`config.mk`:
```
export PLATFORM = sky130hd
export DESIGN_NAME = alu_bist
export DESIGN_NICKNAME = d
export VERILOG_FILES = /design/src/rtl/alu_bist.sv
export SDC_FILE = /design/constraint.sdc
export NUM_CORES = 1
export LEC_CHECK = 0
export ABC_AREA = 1
export CAP_MARGIN = 20
export CORE_UTILIZATION = 35
export CTS_CLUSTER_SIZE = 28
export DETAILED_ROUTE_END_ITERATION = 10
export PLACE_DENSITY = 0.64
export SYNTH_ARGS = -nofsm -noshare
export SYNTH_HDL_FRONTEND = slang
export SYNTH_SLANG_ARGS = --single-unit
```
`constraint.sdc`:
```
create_clock -name clk -period 3.4 [get_ports clk]
set_input_delay 0.51 -clock clk [delete_from_list [all_inputs] [get_ports clk]]
set_output_delay 0.51 -clock clk [all_outputs]
set_load 0.02 [all_outputs]
```
`src/rtl/alu_bist.sv`:
```
// Built-in self test for a 32-bit ALU: an LFSR supplies the operands, sel/sign sweep per vector, and a MISR compacts the responses.
// Optional macro ALU_BIST_CARRY_EN drives alu_carry_in from the vector index LSB; without it the output is tied to 0.
module alu_bist #(
  parameter logic [31:0] SEED       = 32'h0000_0001,
  parameter int          VEC_PER_OP = 4
) (
  input  logic        clk,
  input  logic        reset,
  input  logic        start,
  input  logic [31:0] golden_sig,
  output logic [31:0] alu_a,
  output logic [31:0] alu_b,
  output logic [3:0]  alu_sel,
  output logic        alu_carry_in,
  output logic        alu_sign,
  input  logic [31:0] alu_out,
  input  logic        alu_zero,
  input  logic        alu_overflow,
  output logic        busy,
  output logic        done,
  output logic        pass,
  output logic [31:0] signature
);

  localparam int          N        = 32 * VEC_PER_OP;
  localparam int          CNT_W    = $clog2(N);
  localparam int          V_SH     = $clog2(VEC_PER_OP);
  localparam logic [31:0] SEED_EFF = (SEED == 32'd0) ? 32'd1 : SEED;
  localparam logic [31:0] POLY     = 32'h0040_0007;

  typedef enum logic [1:0] {IDLE, DRIVE, SAMPLE, DONE} state_t;

  state_t             state, state_next;
  logic [31:0]        lfsr;
  logic [CNT_W-1:0]   cnt;
  logic               load, advance, last;
  logic [31:0]        vec_lfsr;
  logic [CNT_W-1:0]   vec_cnt;

  function automatic logic [31:0] lfsr_adv(input logic [31:0] l);
    return (l << 1) ^ (l[31] ? POLY : 32'd0);
  endfunction

  function automatic logic [31:0] operand_b(input logic [31:0] l);
    return {l[24:0], l[31:25]} ^ 32'hFFFF_FFFF;
  endfunction

  function automatic logic [31:0] misr_step(input logic [31:0] s, input logic [31:0] r,
                                            input logic z, input logic o);
    return {s[30:0], s[31] ^ s[21] ^ s[1] ^ s[0]} ^ r ^ {30'b0, z, o};
  endfunction

  assign last = (cnt == CNT_W'(N - 1));

  always_ff @(posedge clk or posedge reset) begin
    if (reset) state <= IDLE;
    else       state <= state_next;
  end

  always_comb begin
    state_next = state;
    load       = 1'b0;
    advance    = 1'b0;
    case (state)
      IDLE, DONE: if (start) begin
        load       = 1'b1;
        state_next = DRIVE;
      end
      DRIVE:  state_next = SAMPLE;
      SAMPLE: if (last) begin
        state_next = DONE;
      end else begin
        advance    = 1'b1;
        state_next = DRIVE;
      end
      default: state_next = IDLE;
    endcase
  end

  // Next vector source: seed on a fresh run, advanced LFSR otherwise.
  assign vec_lfsr = load ? SEED_EFF : lfsr_adv(lfsr);
  assign vec_cnt  = load ? '0 : cnt + CNT_W'(1);

  always_ff @(posedge clk or posedge reset) begin
    if (reset) begin
      lfsr      <= SEED_EFF;
      cnt       <= '0;
      signature <= '0;
      alu_a     <= '0;
      alu_b     <= '0;
      alu_sel   <= '0;
      alu_sign  <= 1'b0;
    end else begin
      if (load) signature <= '0;
      else if (state == SAMPLE) signature <= misr_step(signature, alu_out, alu_zero, alu_overflow);
      if (load || advance) begin
        lfsr     <= vec_lfsr;
        cnt      <= vec_cnt;
        alu_a    <= vec_lfsr;
        alu_b    <= operand_b(vec_lfsr);
        alu_sel  <= vec_cnt[V_SH +: 4];
        alu_sign <= vec_cnt[CNT_W-1];
      end
    end
  end

`ifdef ALU_BIST_CARRY_EN
  always_ff @(posedge clk or posedge reset) begin
    if (reset)                alu_carry_in <= 1'b0;
    else if (load || advance) alu_carry_in <= vec_cnt[0];
  end
`else
  assign alu_carry_in = 1'b0;
`endif

  assign busy = (state == DRIVE) || (state == SAMPLE);
  assign done = (state == DONE);
  assign pass = done && (signature == golden_sig);

endmodule

```
==> results of run 1 <==
[critical path, cell delays in order]
cell,delay (ps)
clkdlybuf4s50_1,490
inv_1,50
nand2_1,50
o21ai_0,140
nor3_1,220
nand3_1,100
nor2_1,210
clkdlybuf4s50_1,650
[how the worst max path moves through the flow]
stage / end / depth (start not counted) / slack [ps] / start
floorplan: alu_a[0] / 1 / 100 / reset
detailed placement: pass / 8 / 480 / golden_sig[15]
finish: pass / 8 / 450 / golden_sig[15]
global placement: pass / 10 / 520 / golden_sig[4]
global route: pass / 7 / 370 / state[0]
CTS: pass / 8 / 470 / golden_sig[15]
[logic make-up (layout without fill, tap and decap cells)]
group	count (synthesis)	count (layout)	synth area share, %
adder cells (fa/ha/maj)	4	4	0.932
XOR/XNOR	46	46	7.51
buffers and inverters	126	264	11.9
AND/OR/NAND/NOR	277	277	22.2
flip-flops	106	106	49.4
other	1	1	0.0699
AO/OA/AOI/OAI	70	70	7.97
[metal layers]
layer / wire, µm / up-vias
met1: 6860 / 2174
met3: 1410 / 16
li1: - / 2186
met4: 216 / 0
met5: 0 / -
met2: 7120 / 185
[power groups by stage]
stage / Combinational [W] / Sequential, W / Clock, W
after floorplan: 0.00202 / 0.00256 / 0
after global placement: 0.00365 / 0.00228 / 0
after detailed placement: 0.00369 / 0.00229 / 0
after CTS: 0.00371 / 0.00228 / 0.00113
after global routing: 0.00399 / 0.00235 / 0.00118
final: 0.00367 / 0.00228 / 0.00110
[placed cells by master (no fill, tap or decap), types with 2 or more instances in the layout]
master | synthesis | layout
a21oi_1 | 7 | 7
buf_4 | 38 | 3
clkbuf_16 | 0 | 9
clkdlybuf4s50_1 | 0 | 172
dfrtp_1 | 105 | 105
ha_1 | 4 | 4
inv_1 | 68 | 67
inv_2 | 3 | 3
inv_4 | 1 | 2
inv_8 | 0 | 2
nand2_1 | 198 | 198
nand2_2 | 11 | 11
nand3_1 | 21 | 21
nand4_1 | 5 | 5
nor2_1 | 22 | 22
nor2_8 | 2 | 2
nor3_1 | 2 | 2
o21a_1 | 18 | 18
o21ai_0 | 18 | 18
o21ai_1 | 4 | 4
o22ai_1 | 20 | 20
or2_1 | 2 | 2
or2_2 | 10 | 10
xnor2_1 | 38 | 38
xor2_1 | 8 | 8
[flip-flops by register name, summed over array words and instances (netlist names)]
signal / count
alu_sel: 3
signature: 32
alu_a: 32
state: 2
alu_b: 32
alu_sign: 1
lfsr: 1
cnt: 3
[cell type report]
class	count	area [µm²]
Clock buffer	10	239
Clock inverter	6	73.8
Timing Repair Buffer	176	1760
Inverter	72	275
Fill cell	1386	7440
Sequential cell	106	2650
Tap cell	184	230
Multi-Input combinational cell	398	2080
[metrics by stage]
step	instance area [µm²]	utilization, %	cells
after floorplan	5370	-	630
after global placement	7000	47.4	936
after detailed placement	7000	47.4	936
after CTS	7310	49.6	952
after global routing	7310	49.6	952
final	7310	49.6	952
==> summary.md, run 1 <==
| Metric | Value |
|---|---|
| Place WS | 475 ps |
| Antenna violations before repair | 0 |
| Pin count of the biggest net entering global routing | 75 |
| Final Critical Period | 2950 ps |
| Setup crit start kind | input port |
| Synth area leader | dfrtp_1 |
| TritonCTS Sinks | around 110 |
| Yosys reg bits | about 110 |
| Hold slack final | 481 ps |
| Final setup vio count | 0 |
| F_max | 0.339 GHz |
| Diode count | 0 |
| PortBufs | 172 |
| CTS Buf Count | 9 |
| Sequential area share after synthesis | 49.4% |
| YS warnings | 0 |
| Tightest Pin Transition | 533 ps |
| Sequential share of power | between 30% and 40% |
| Drt pass-1 iters | 5 |
| Max Slew Vio Count | 0 |
| Core area | 14800 µm² |
| Worst Path Arrival | 2440 ps |
| Worst Setup Path Type | in -> out |
| HP Class | reg -> reg |
| Placed wire-length estimate | 11.1 mm |
| Die Wd | 126 µm |
| Gr ovfl total | 0 |
| DIE HEIGHT | 126 µm |
| Synthesized cell area | ~5400 µm² |
| Ys async rst share | 100% |
| Internal power | 0.00399 W |
| Post-synth EDFFs | 0 |
| Most Crowded Layer GR | met2 |
| Area Growth Syn to Fin | 36.2% |
| Post-CTS Hold Buffers | 0 |
| M1 GR Usage | 25.7% |
| Sw frac | 43.3% |
| First-pass GRT wire length | 24.4 mm |
| IO Pins | 174 |
| Total power draw | 0.00704 W |
| Clock power share | 15.6% |
| Final Hold Vio Count | 0 |
| H-tree levels | 3 |
| Vias | 4561 |
| Post-CTS Setup Bufs | 0 |
| Number of nets with antenna violations after routing | 0 |
| Resize count post-CTS | 0 |
| Layout Nets | between 800 and 900 |
| Gate Count Post-Synth | 630 |
| Sw Pwr | 0.00305 W |
| Worst slew margin | 64.4% |
| Synth Flop Type | dfrtp_1 |
| Static leakage | 3.46 nW |
| Largest cells by area after synthesis | dfrtp_1 (49%), nand2_1 (14%), xnor2_1 (6.2%), buf_4 (5.3%), inv_1 (4.8%) |
| Type of destination of the critical path | output pin |
| Comb power frac | a little over half |
| Routed vias/inst | roughly 4.8 |
| Clock latency on the worst-skew pair | roughly 350 ps |
| Hold_sp | lfsr[0] |
| Required @ worst endpoint | 2890 ps |
| Vias in the first global route | 4398 |
| Status | complete, no violations |
| Setup ws final | about 450 ps |
| Post-synthesis area per instance | 8.52 µm² |
| Count leader, synth | nand2_1 |
| Wirelength per Cell | 16.4 µm |
| Max FO, Critical Path | 2 |
| 1st-iter DRT viols | slightly below 200 |
| Synth Net Count | 703 |
| Met3 Use GR | about 6.7% |
| Wirelength, routed | 15.6 mm |
| GP Congestion | 0.891 |
| FP Rows | 44 |
| R2R setup slack | 1090 ps |
| Post-synth top area share | 49.0% |
| Die area | ~16000 µm² |
| CTS tree | done |
| Max-cap violation count | 0 |
| Clock tree buffer depth | 2 |
| Total track usage | around a fifth |
| Post-synth top cells | nand2_1 (198), dfrtp_1 (105), inv_1 (68) |
| Worst r2r path cells | 8 |
| Netlist cell types | 35 |
| Total power divided by cell area | 963 nW/µm² |
| Period utilisation layout | 86.9% |
| Setup TNS | 0 ps |
| RSZ-0062 raised after global routing | false |
| Worst hold stages | 2 |
| Reg2Reg Capture Point | alu_a[9] |
| Grt met2 use | 32.2% |
| Root buffer cell | clkbuf_16 |
| DRC viols | 0 |
| Reg2reg start | cnt[0] |
| CTS clk-pin slew, worst paths | 80 ps |
| Initial Utilization | 36.4% |
| Worst vdd ir | 0.430 mV |
| WHS Endpoint | lfsr[0] |
| Fraction of layout instances using a drive strength above 1 | 6.77% |
| Worst Skew | 7.51 ps |
Note: power is estimated with default switching activity, not from simulation.
==> run 2: changes to the inputs <==
--- a/config.mk
+++ b/config.mk
@@ -7,10 +7,10 @@
 export LEC_CHECK = 0
 export ABC_AREA = 1
 export CAP_MARGIN = 20
-export CORE_UTILIZATION = 35
+export CORE_UTILIZATION = 42
 export CTS_CLUSTER_SIZE = 28
 export DETAILED_ROUTE_END_ITERATION = 10
-export PLACE_DENSITY = 0.64
+export PLACE_DENSITY = 0.75
 export SYNTH_ARGS = -nofsm -noshare
 export SYNTH_HDL_FRONTEND = slang
 export SYNTH_SLANG_ARGS = --single-unit
==> run 2 against run 1 <==
Routed wire length down 4.2%. Non-clock buffer count unchanged. Flip-flop and latch count unchanged. First-iteration DRC count up 63%. Cell area down 0.82%. Combinational power about the same. Critical endpoint unchanged.
==> summary.md, run 2 (synthesis gave the netlist of run 1 again) <==
| Metric | Value |
|---|---|
| Worst path slowest cell | clkdlybuf4s50_1 (unchanged) |
| Wirelength per Cell | 16.0 µm (was 16.4 µm) |
| Uppermost layer routed | met4 (unchanged) |
| Gr ovfl total | 0 (unchanged) |
| Layout Nets | 836 (unchanged) |
| Setup crit start kind | input port (unchanged) |
| Routed met3 length | 1.28 mm (was 1.41 mm) |
| Fraction of layout instances using a drive strength above 1 | 6.51% (was 6.77%) |
| Hold slack final | 481 ps (about the same) |
| Final Critical Period | 2820 ps (was 2950 ps) |
| Post-CTS Hold Buffers | 0 (unchanged) |
| Final setup vio count | 0 (unchanged) |
| Setup TNS | 0 ps (unchanged) |
| DRC viols | 0 (unchanged) |
| Static leakage | 3.44 nW (was 3.46 nW) |
| TritonCTS Sinks | 106 (unchanged) |
| IO Pins | 174 (unchanged) |
| GP Congestion | 0.950 (was 0.891) |
| Diode count | 0 (unchanged) |
| Root buffer cell | clkbuf_16 (unchanged) |
| Worst Path Arrival | 2310 ps (was 2440 ps) |
| Die area | 13200 µm² (was 15800 µm²) |
| Worst r2r path cells | 8 (unchanged) |
| Hold_sp | alu_a[0] (was lfsr[0]) |
| Period utilisation layout | 82.9% (was 86.9%) |
| Placed wire-length estimate | 10.8 mm (was 11.1 mm) |
| Die Wd | 115 µm (was 126 µm) |
| Max-cap violation count | 0 (unchanged) |
| Drt pass-1 iters | 4 (was 5) |
| FP Rows | 40 (was 44) |
| Total track usage | 23.3% (was 20.0%) |
| CTS tree | done (unchanged) |
| F_max | 0.355 GHz (was 0.339 GHz) |
| PortBufs | 172 (unchanged) |
| Reg2reg start | cnt[0] (unchanged) |
| Wirelength, routed | 15.0 mm (was 15.6 mm) |
| R2R setup slack | 1120 ps (was 1090 ps) |
| Worst Skew | 8.28 ps (was 7.51 ps) |
| Required @ worst endpoint | 2890 ps (about the same) |
| Initial Utilization | 44.0% (was 36.4%) |
| Clock tree buffer depth | 2 (unchanged) |
| Worst vdd ir | 0.575 mV (was 0.430 mV) |
| Clock latency on the worst-skew pair | 350 ps (about the same) |
| Worst hold stages | 2 (unchanged) |
| Met2 WL | 7.03 mm (was 7.12 mm) |
| Core area | 12200 µm² (was 14800 µm²) |
| H-tree levels | 3 (unchanged) |
| RSZ-0062 raised after global routing | false (unchanged) |
| CTS Buf Count | 9 (unchanged) |
| Status | complete, no violations (unchanged) |
| Met1 wire length | 6.43 mm (was 6.86 mm) |
| Area Growth Syn to Fin | 35.1% (was 36.2%) |
| Post-CTS Setup Bufs | 0 (unchanged) |
| WHS Endpoint | alu_a[0] (was lfsr[0]) |
| Reg2Reg Capture Point | alu_a[17] (was alu_a[9]) |
| Number of nets with antenna violations after routing | 0 (unchanged) |
| Critical Path Max Stage Delay | 620 ps (was 650 ps) |
| Pin count of the biggest net entering global routing | 75 (unchanged) |
| Most frequent cells in the layout | nand2_1 (198), clkdlybuf4s50_1 (172), dfrtp_1 (105) (unchanged) |
| Final Hold Vio Count | 0 (unchanged) |
| Worst slew margin | 66.8% (was 64.4%) |
| Max FO, Critical Path | 2 (unchanged) |
| 1st-iter DRT viols | 315 (was 193) |
| Vias | 4513 (was 4561) |
| Filler cell count | 1106 (was 1386) |
| CTS clk-pin slew, worst paths | 70 ps (was 80 ps) |
| Resize count post-CTS | 0 (unchanged) |
| Vias in the first global route | 4571 (was 4398) |
| Biggest regs | alu_a x32, alu_b x32, signature x32 (unchanged) |
| Antenna violations before repair | 0 (unchanged) |
| CP cell instances | clkdlybuf4s50_1 > inv_1 > nand2_1 > nand2_1 > nor2_1 > nand2_1 > nor2_1 > nand3_1 > nor2_1 > clkdlybuf4s50_1 (was clkdlybuf4s50_1 > inv_1 > nand2_1 > o21ai_0 > nor3_1 > nand3_1 > nor2_1 > clkdlybuf4s50_1) |
| Tightest Pin Transition | 497 ps (was 533 ps) |
| Max Slew Vio Count | 0 (unchanged) |
| Type of destination of the critical path | output pin (unchanged) |
| Most common cell after layout, fill and taps aside | nand2_1 (unchanged) |
| First-pass GRT wire length | 23.7 mm (was 24.4 mm) |
| Total power divided by cell area | 952 nW/µm² (was 963 nW/µm²) |
| DIE HEIGHT | 115 µm (was 126 µm) |
| Routed vias/inst | 4.82 (was 4.79) |
| HP Class | reg -> reg (unchanged) |
| Worst Setup Path Type | in -> out (unchanged) |
-- run 2: metal layers --
layer,vias up,GRT usage [%]
li1,2184,-
met1,2136,28.6
met2,176,39.5
met3,17,6.59
met4,0,7.62
met5,-,0
-- run 2: worst max-delay path, delay by kind of cell --
kind          cells  cell delay (ps)
buf+inv           3             1150
simple gates      7              650
-- run 2: layout make-up --
cell class / count / area (µm²) / share of cell area [%]
tap: 168 / 210 / 2.90
inverter: 72 / 275 / 3.80
sequential: 106 / 2650 / 36.6
clock inverter: 5 / 40.0 / 0.552
multi-input combinational: 398 / 2080 / 28.6
timing repair buffer: 176 / 1760 / 24.3
clock buffer: 11 / 233 / 3.21
-- run 2: worst max path at each step --
stage | endpoint | start | cells after the start | slack [ps]
2_1_floorplan | alu_a[0] | reset | 1 | 100
3_3_place_gp | pass | golden_sig[15] | 8 | 620
3_5_place_dp | pass | golden_sig[25] | 7 | 590
4_1_cts | pass | golden_sig[25] | 7 | 590
5_1_grt | pass | golden_sig[12] | 10 | 420
6_report | pass | golden_sig[4] | 10 | 580
-- run 2: power by group --
group / leakage, nW / switching (W) / internal [W] / total [W]
Clock: 0.128 / 0.000473 / 0.000503 / 0.000976
Sequential: 1.31 / 0.000501 / 0.00178 / 0.00228
Combinational: 1.99 / 0.00203 / 0.00161 / 0.00364
-- run 2: through the flow --
| step | setup slack (ps) | area, µm² | power (W) | utilization [%] | cells |
|---|---|---|---|---|---|
| global route | 420 | 7250 | 0.00736 | 59.4 | 936 |
| finish | 580 | 7250 | 0.00690 | 59.4 | 936 |
| detailed placement | 589 | 6980 | 0.00595 | 57.2 | 920 |
| floorplan | 103 | 5370 | 0.00457 | - | 630 |
| global placement | 622 | 6980 | 0.00588 | 57.2 | 920 |
| CTS | 587 | 7250 | 0.00697 | 59.4 | 936 |
